### src/rtl/uart_rx_pkg.sv
// uart_rx_pkg: shared state encoding, legal oversampling ratios and default word width for the UART receiver.
package uart_rx_pkg;
  typedef enum logic [2:0] {IDLE, START, DATA, PARITY, STOP, CHECK} state_t;
  localparam logic [5:0] PS8 = 6'd8;
  localparam logic [5:0] PS16 = 6'd16;
  localparam logic [5:0] PS32 = 6'd32;
  localparam int DEF_DATA_WIDTH = 8;
  function automatic logic legal_ps(input logic [5:0] ps);
    return ps inside {PS8, PS16, PS32};
  endfunction
endpackage

### src/rtl/rx_sampler.sv
// rx_sampler: takes three samples around mid-bit and presents their 2-of-3 majority.
module rx_sampler (
  input  logic       clk,
  input  logic       rst,
  input  logic       rx_in,
  input  logic [5:0] prescale,
  input  logic [5:0] edge_cnt,
  output logic       maj
);
  logic [5:0] half;
  logic [2:0] s;
  assign half = {1'b0, prescale[5:1]};
  always_ff @(posedge clk) begin
    if (rst) s <= '0;
    else if (edge_cnt == half - 6'd1) s[0] <= rx_in;
    else if (edge_cnt == half) s[1] <= rx_in;
    else if (edge_cnt == half + 6'd1) s[2] <= rx_in;
  end
  assign maj = (s[0] & s[1]) | (s[0] & s[2]) | (s[1] & s[2]);
endmodule

### src/rtl/uart_rx_ctrl.sv
// uart_rx_ctrl: UART receive FSM driven by an external edge/bit counter.
// Parity support is compiled in only when UART_RX_PARITY_EN is defined.
module uart_rx_ctrl
  import uart_rx_pkg::*;
#(
  parameter int DATA_WIDTH = DEF_DATA_WIDTH
) (
  input  logic                  clk,
  input  logic                  rst,
  input  logic                  rx_in,
  input  logic [5:0]            prescale,
  input  logic                  par_en,
  input  logic                  par_typ,
  input  logic [5:0]            edge_cnt,
  input  logic [3:0]            bit_cnt,
  output logic                  cnt_en,
  output logic [DATA_WIDTH-1:0] p_out,
  output logic                  data_valid,
  output logic                  par_err,
  output logic                  stp_err
);
  state_t state, nxt;
  logic [DATA_WIDTH-1:0] shreg;
  logic maj, bend, spt, to_par, pe_flag, se_flag;
  rx_sampler u_sampler (
    .clk(clk), .rst(rst), .rx_in(rx_in), .prescale(prescale), .edge_cnt(edge_cnt), .maj(maj)
  );
  assign bend = edge_cnt == prescale - 6'd1;
  assign spt = edge_cnt == (prescale >> 1) + 6'd2;
  assign cnt_en = state inside {START, DATA, PARITY, STOP};
  always_comb begin
    nxt = state;
    case (state)
      IDLE: nxt = (!rx_in && legal_ps(prescale)) ? START : IDLE;
      START: nxt = bend ? (maj ? IDLE : DATA) : START;
      DATA: nxt = (bend && bit_cnt == 4'(DATA_WIDTH)) ? (to_par ? PARITY : STOP) : DATA;
      PARITY: nxt = bend ? STOP : PARITY;
      STOP: nxt = bend ? CHECK : STOP;
      CHECK: nxt = rx_in ? IDLE : START;
      default: nxt = IDLE;
    endcase
  end
`ifdef UART_RX_PARITY_EN
  logic par_en_q, par_typ_q;
  always_ff @(posedge clk) begin
    if (rst) begin
      par_en_q <= 1'b0;
      par_typ_q <= 1'b0;
      pe_flag <= 1'b0;
    end else begin
      if (nxt == START && state != START) begin
        par_en_q <= par_en;
        par_typ_q <= par_typ;
      end
      if (state == PARITY && spt) pe_flag <= (^shreg ^ par_typ_q) != maj;
      else if (state == CHECK) pe_flag <= 1'b0;
    end
  end
  assign to_par = par_en_q;
`else
  logic unused_cfg;
  assign unused_cfg = par_en ^ par_typ;
  assign pe_flag = 1'b0;
  assign to_par = 1'b0;
`endif
  // Pulses are registered at the CHECK edge so they line up with the new p_out.
  always_ff @(posedge clk) begin
    if (rst) begin
      state <= IDLE;
      shreg <= '0;
      se_flag <= 1'b0;
      p_out <= '0;
      data_valid <= 1'b0;
      par_err <= 1'b0;
      stp_err <= 1'b0;
    end else begin
      state <= nxt;
      data_valid <= state == CHECK && !pe_flag && !se_flag;
      par_err <= state == CHECK && pe_flag;
      stp_err <= state == CHECK && se_flag;
      if (state == DATA && spt) shreg <= {maj, shreg[DATA_WIDTH-1:1]};
      if (state == STOP && spt) se_flag <= !maj;
      else if (state == CHECK) se_flag <= 1'b0;
      if (state == CHECK && !pe_flag && !se_flag) p_out <= shreg;
    end
  end
endmodule

### config.mk
export PLATFORM = sky130hd
export DESIGN_NAME = uart_rx_ctrl
export DESIGN_NICKNAME = d
export VERILOG_FILES = /design/src/rtl/uart_rx_pkg.sv /design/src/rtl/rx_sampler.sv /design/src/rtl/uart_rx_ctrl.sv
export SDC_FILE = /design/constraint.sdc
export NUM_CORES = 1
export LEC_CHECK = 0
export BUFFER_PORTS_ARGS = -buffer_cell sky130_fd_sc_hd__buf_2
export CORE_MARGIN = 10
export CORE_UTILIZATION = 33
export CTS_BUF_LIST = sky130_fd_sc_hd__clkbuf_16
export DETAILED_ROUTE_END_ITERATION = 12
export HOLD_SLACK_MARGIN = 0.08
export PLACE_DENSITY = 0.48
export SLEW_MARGIN = 0
export SYNTH_ARGS = -nofsm -noshare
export SYNTH_HDL_FRONTEND = slang
export SYNTH_SLANG_ARGS = --single-unit
### constraint.sdc
create_clock -name clk -period 2.7 [get_ports clk]
set_input_delay 0.675 -clock clk [delete_from_list [all_inputs] [get_ports clk]]
set_output_delay 0.675 -clock clk [all_outputs]
set_load 0.01 [all_outputs]
Yosys cells after proc, flatten, opt, wreduce, memory -nomap -nowiden
Cells that the tools add are included.
- add/subtract/negate cells: 4
- reductions and logical operators: 15
- mux-type cells: 10
- bitwise operators: 7
- equality and inequality tests: 14
- operators by type and width (kind ; number):
    $eq 6x6->1 ; 4
    $pmux 3 s6 ; 1
    $add 5x1->6 const B ; 1
    $add 5x2->6 const B ; 1
    $eq 3x2->1 const B ; 2
    $eq 3x3->1 const B ; 2
    $eq 6x4->1 const B ; 1
    $eq 6x5->1 ; 1
    $eq 6x5->1 const B ; 1
    $eq 6x6->1 const B ; 1
    $logic_and 1x1->1 ; 6
    $mux 3 ; 2
    $sub 5x1->6 const B ; 1
    $sub 6x1->6 const B ; 1
    $mux 1 ; 5
    $eq 4x4->1 const B ; 1
    $mux 2 ; 2
    $reduce_bool 4->1 ; 1
    $and 1x1->1 ; 3
    $eq 3x1->1 const B ; 1
    $logic_not 1->1 ; 3
    $logic_not 3->1 ; 1
    $reduce_and 3->1 ; 1
    $reduce_bool 3->1 ; 1
    other kinds (4) ; 6
- input port bits: 21
- register bits: 25

Longest topological paths before layout
- word-level depth: 6
- gate-level depth with buffers: 8
- mapped depth without buffers: 7

Modules after synthesis
A second synthesis with hierarchy kept.
- cell total of the unflattened synthesis: 192
- area, all modules: 1651.6 um2
- by module, submodules not included (module ; instances ; sequential area each (um2) ; cells an instance ; area each (um2)):
    uart_rx_ctrl ; 1 ; 440.4 ; 145 ; 1262.5
    rx_sampler ; 1 ; 60.1 ; 47 ; 389.1

Worst setup path after synthesis
No wires, ideal clock.
- kind: input to register
- start: input port prescale[1]
- end: register state[2]
- data required time: 2.630 ns
- stages: 8
- slack: 0.199 ns
- data arrival time: 2.431 ns
- cell sequence: clkbuf_1 inv_1 ha_1 a21boi_2 xnor2_1 o2111ai_2 or4_1 a21oi_1
- cells in the longest elaborated chain, start to end: 5
- elaborated cells between the ends (all ways): 6
- those cells by class: add/sub: 1; eq/ne: 1; mux: 3; reduce/logical: 1
- RTL lines (element ; line ; source):
    start: declaration ; uart_rx_ctrl.sv:11 ; input logic [5:0] prescale,
    $sub 6x1->6 * ; uart_rx_ctrl.sv:28 ; assign bend = edge_cnt == prescale - 6'd1;
    $eq 6x6->1 * ; uart_rx_ctrl.sv:28 ;
    $logic_and 1x1->1 ; uart_rx_ctrl.sv:36 ; DATA: nxt = (bend && bit_cnt == 4'(DATA_WIDTH)) ? (to_par ? PARITY : STOP) : DATA;
    $mux 3 ; uart_rx_ctrl.sv:36 ;
    $pmux 3 s6 * ; uart_rx_ctrl.sv:33 ; case (state)
    end signal: assignment ; uart_rx_ctrl.sv:77 ; state <= nxt;
    end: declaration ; uart_rx_ctrl.sv:22 ; state_t state, nxt;
Mark *: on every way between the ends. The rest lies on a longest branch, timed or not.
A chain may end at the register's enable or synchronous reset.

Final worst setup path
- start: input port prescale[2]
- end: register state[2]
Same word-level chain as after synthesis.

==> metrics <==
unique cell type count in the Yosys netlist=47; syn nets=230; Tot GR Track Use=0.0940; I/O pins=33; Avg WL per Cell=13.6 um; switching share of power=0.253; CTS resizes=0; RSZ-0062 raised after global routing=false; Tot Pwr=846 uW; asr flop ratio synth=0; hold buffer count at cts=0; synthesized area=1690 um^2; via-per-instance ratio=4.87; Logic pwr share=0.177; syn avg cell area=8.38 um^2; CP Data Required Time=2.88 ns; DRC viols=0; Starting Density=0.348; YS warnings=0; Pint=632 uW; clk_skew=0.00149 ns; final setup margin=0.454 ns; largest net degree at the start of global routing=26; Clk pwr share=0.381; worst setup path class=input pin to flip-flop; total clock sinks=25; final setup vio count=0; cell taking the most area after synthesis=dfxtp_1; layout cells sized above 1=0.212; number of detailed-route iterations in the first pass=4; H-tree levels=1; die width=91.5 um; final worst path period need=2.25 ns; net switching power=214 uW; first-pass GRT wire length=6780 um; die height=91.5 um; Post-Place Cell Area=1890 um^2; clk root buf=clkbuf_16; nets=256; power per cell area=430 nW/um^2; Post-Synthesis Cells=201; FP Rows=25; Fillers=520; number of synthesized register bits=25; Initial DRC Count=130; CTS tree=yes; most frequent cells in the layout=buf_2, dfxtp_1, nand2_1; total grt overflow=0; Setup Fix Bufs, Post-CTS=0; post-placement setup slack=0.185 ns; Worst Setup Start Kind=input pin; placed instance count=289; sequential fraction of the synthesis area=0.297; core area=4850 um^2; Final Cell Area=1970 um^2; Reg power frac=0.443; Via Count=1,426; number of global-route vias before repair=1,407; largest fanout on the critical path=5; leading cell type in the layout, fill and taps excluded=buf_2; Yosys top cell area share=0.297; clk buf depth=2; GP Congestion=0.744; Fin. Hold Viols=0; Fmax=445 MHz; number of inserted diodes=0; die area=8370 um^2; CP endpoint kind=flip-flop; Non-Filler Instances=293; total negative setup slack=0 ns; Slew Limit Fails=0; Final HPWL DP=3030 um; Final ANT Viol Nets=0; CTS Buf Count=3; register area=500 um^2; worst hold path class=flip-flop to flip-flop; top post-synthesis cells by area=dfxtp_1, mux2i_1, ha_1; P&R area growth vs syn=16.7%; clk slew on worst S/H paths=0.06 ns; worst skew pair latency=0.25 ns; Post-synth EDFFs=0; Worst EP arrival=2.43 ns; Static Leak=0.000829 uW; Post-synth top flop=dfxtp_1; max-cap viol count=0; IO buf count=29; antenna violations before repair=0; final worst-path cycle share=0.832; Worst VDD drop=0.248 mV; Multi-input gate area=1090 um^2; final wirelength=3970 um; status=complete, no violations
-- Yosys cell counts, drive strengths merged (2+ instances only) --
cell,count
a21oi,12
a221oi,2
a31oi,4
buf,8
clkbuf,6
dfxtp,25
ha,8
inv,7
mux2i,11
nand2,24
nand2b,4
nand3,3
nand3b,4
nor2,20
nor3,3
nor3b,2
nor4b,2
nor4bb,2
o2111ai,2
o211ai,2
o21ba,2
o31ai,3
or3,2
or4,3
xnor2,10
xor2,12
-- final timing paths --
kind / cells after the start / startpoint / slack [ns] / to
worst max-delay path: 8 / prescale[2] / 0.45 / state[2]
worst min-delay path: 2 / p_out[1] / 0.45 / p_out[1]
worst max register to register: 4 / state[2] / 1.17 / se_flag
worst min register to register: 2 / p_out[1] / 0.45 / p_out[1]
-- critical path: stages --
cell and delay, ns:
buf_2 0.14, inv_1 0.14, ha_1 0.19, a21boi_2 0.22
and3_1 0.19, o2111ai_2 0.19, or4_1 0.54, a21oi_1 0.14
-- area by class of cell --
| class | count | area share |
|---|---|---|
| Sequential cell | 25 | 0.254 |
| Multi-Input combinational cell | 155 | 0.552 |
| Inverter | 7 | 0.0134 |
| Timing Repair Buffer | 35 | 0.0967 |
| Clock inverter | 1 | 0.00254 |
| Tap cell | 67 | 0.0426 |
| Clock buffer | 3 | 0.0382 |
-- layer usage --
metal	vias to the layer above	GRT usage	part of all wire
met2	23	0.142	0.42
met5	-	0	0
met1	648	0.133	0.54
li1	753	-	-
met4	0	0.0117	0.0060
met3	2	0.0230	0.037
-- power groups by stage --
stage | clock network [uW] | logic [uW] | registers, uW
floorplan | 0 | 110 | 381
global placement | 0 | 149 | 382
detailed placement | 0 | 149 | 382
CTS | 332 | 150 | 374
global route | 357 | 167 | 374
finish | 322 | 149 | 374
-- registers in the layout, indices dropped and copies added, names as in the netlist --
name	count
p_out	8
se_flag	1
stp_err	1
data_valid	1
state	3
u_sampler.s	3
shreg	8
-- logic make-up after synthesis --
| kind of cell | share of synthesized area |
|---|---|
| AO/OA/AOI/OAI | 0.161 |
| other | 0.00223 |
| flip-flops | 0.297 |
| buffers and inverters | 0.0587 |
| adder cells (fa/ha/maj) | 0.0653 |
| multiplexers | 0.0653 |
| AND/OR/NAND/NOR | 0.232 |
| XOR/XNOR | 0.119 |
-- stage by stage --
step           hold WS, ns  utilization
3_3_place_gp         0.443        0.389
3_5_place_dp         0.444        0.389
2_1_floorplan        0.432            -
4_1_cts              0.453        0.406
6_report             0.450        0.406
5_1_grt              0.486        0.406
Power figures use the tool's default switching activity.
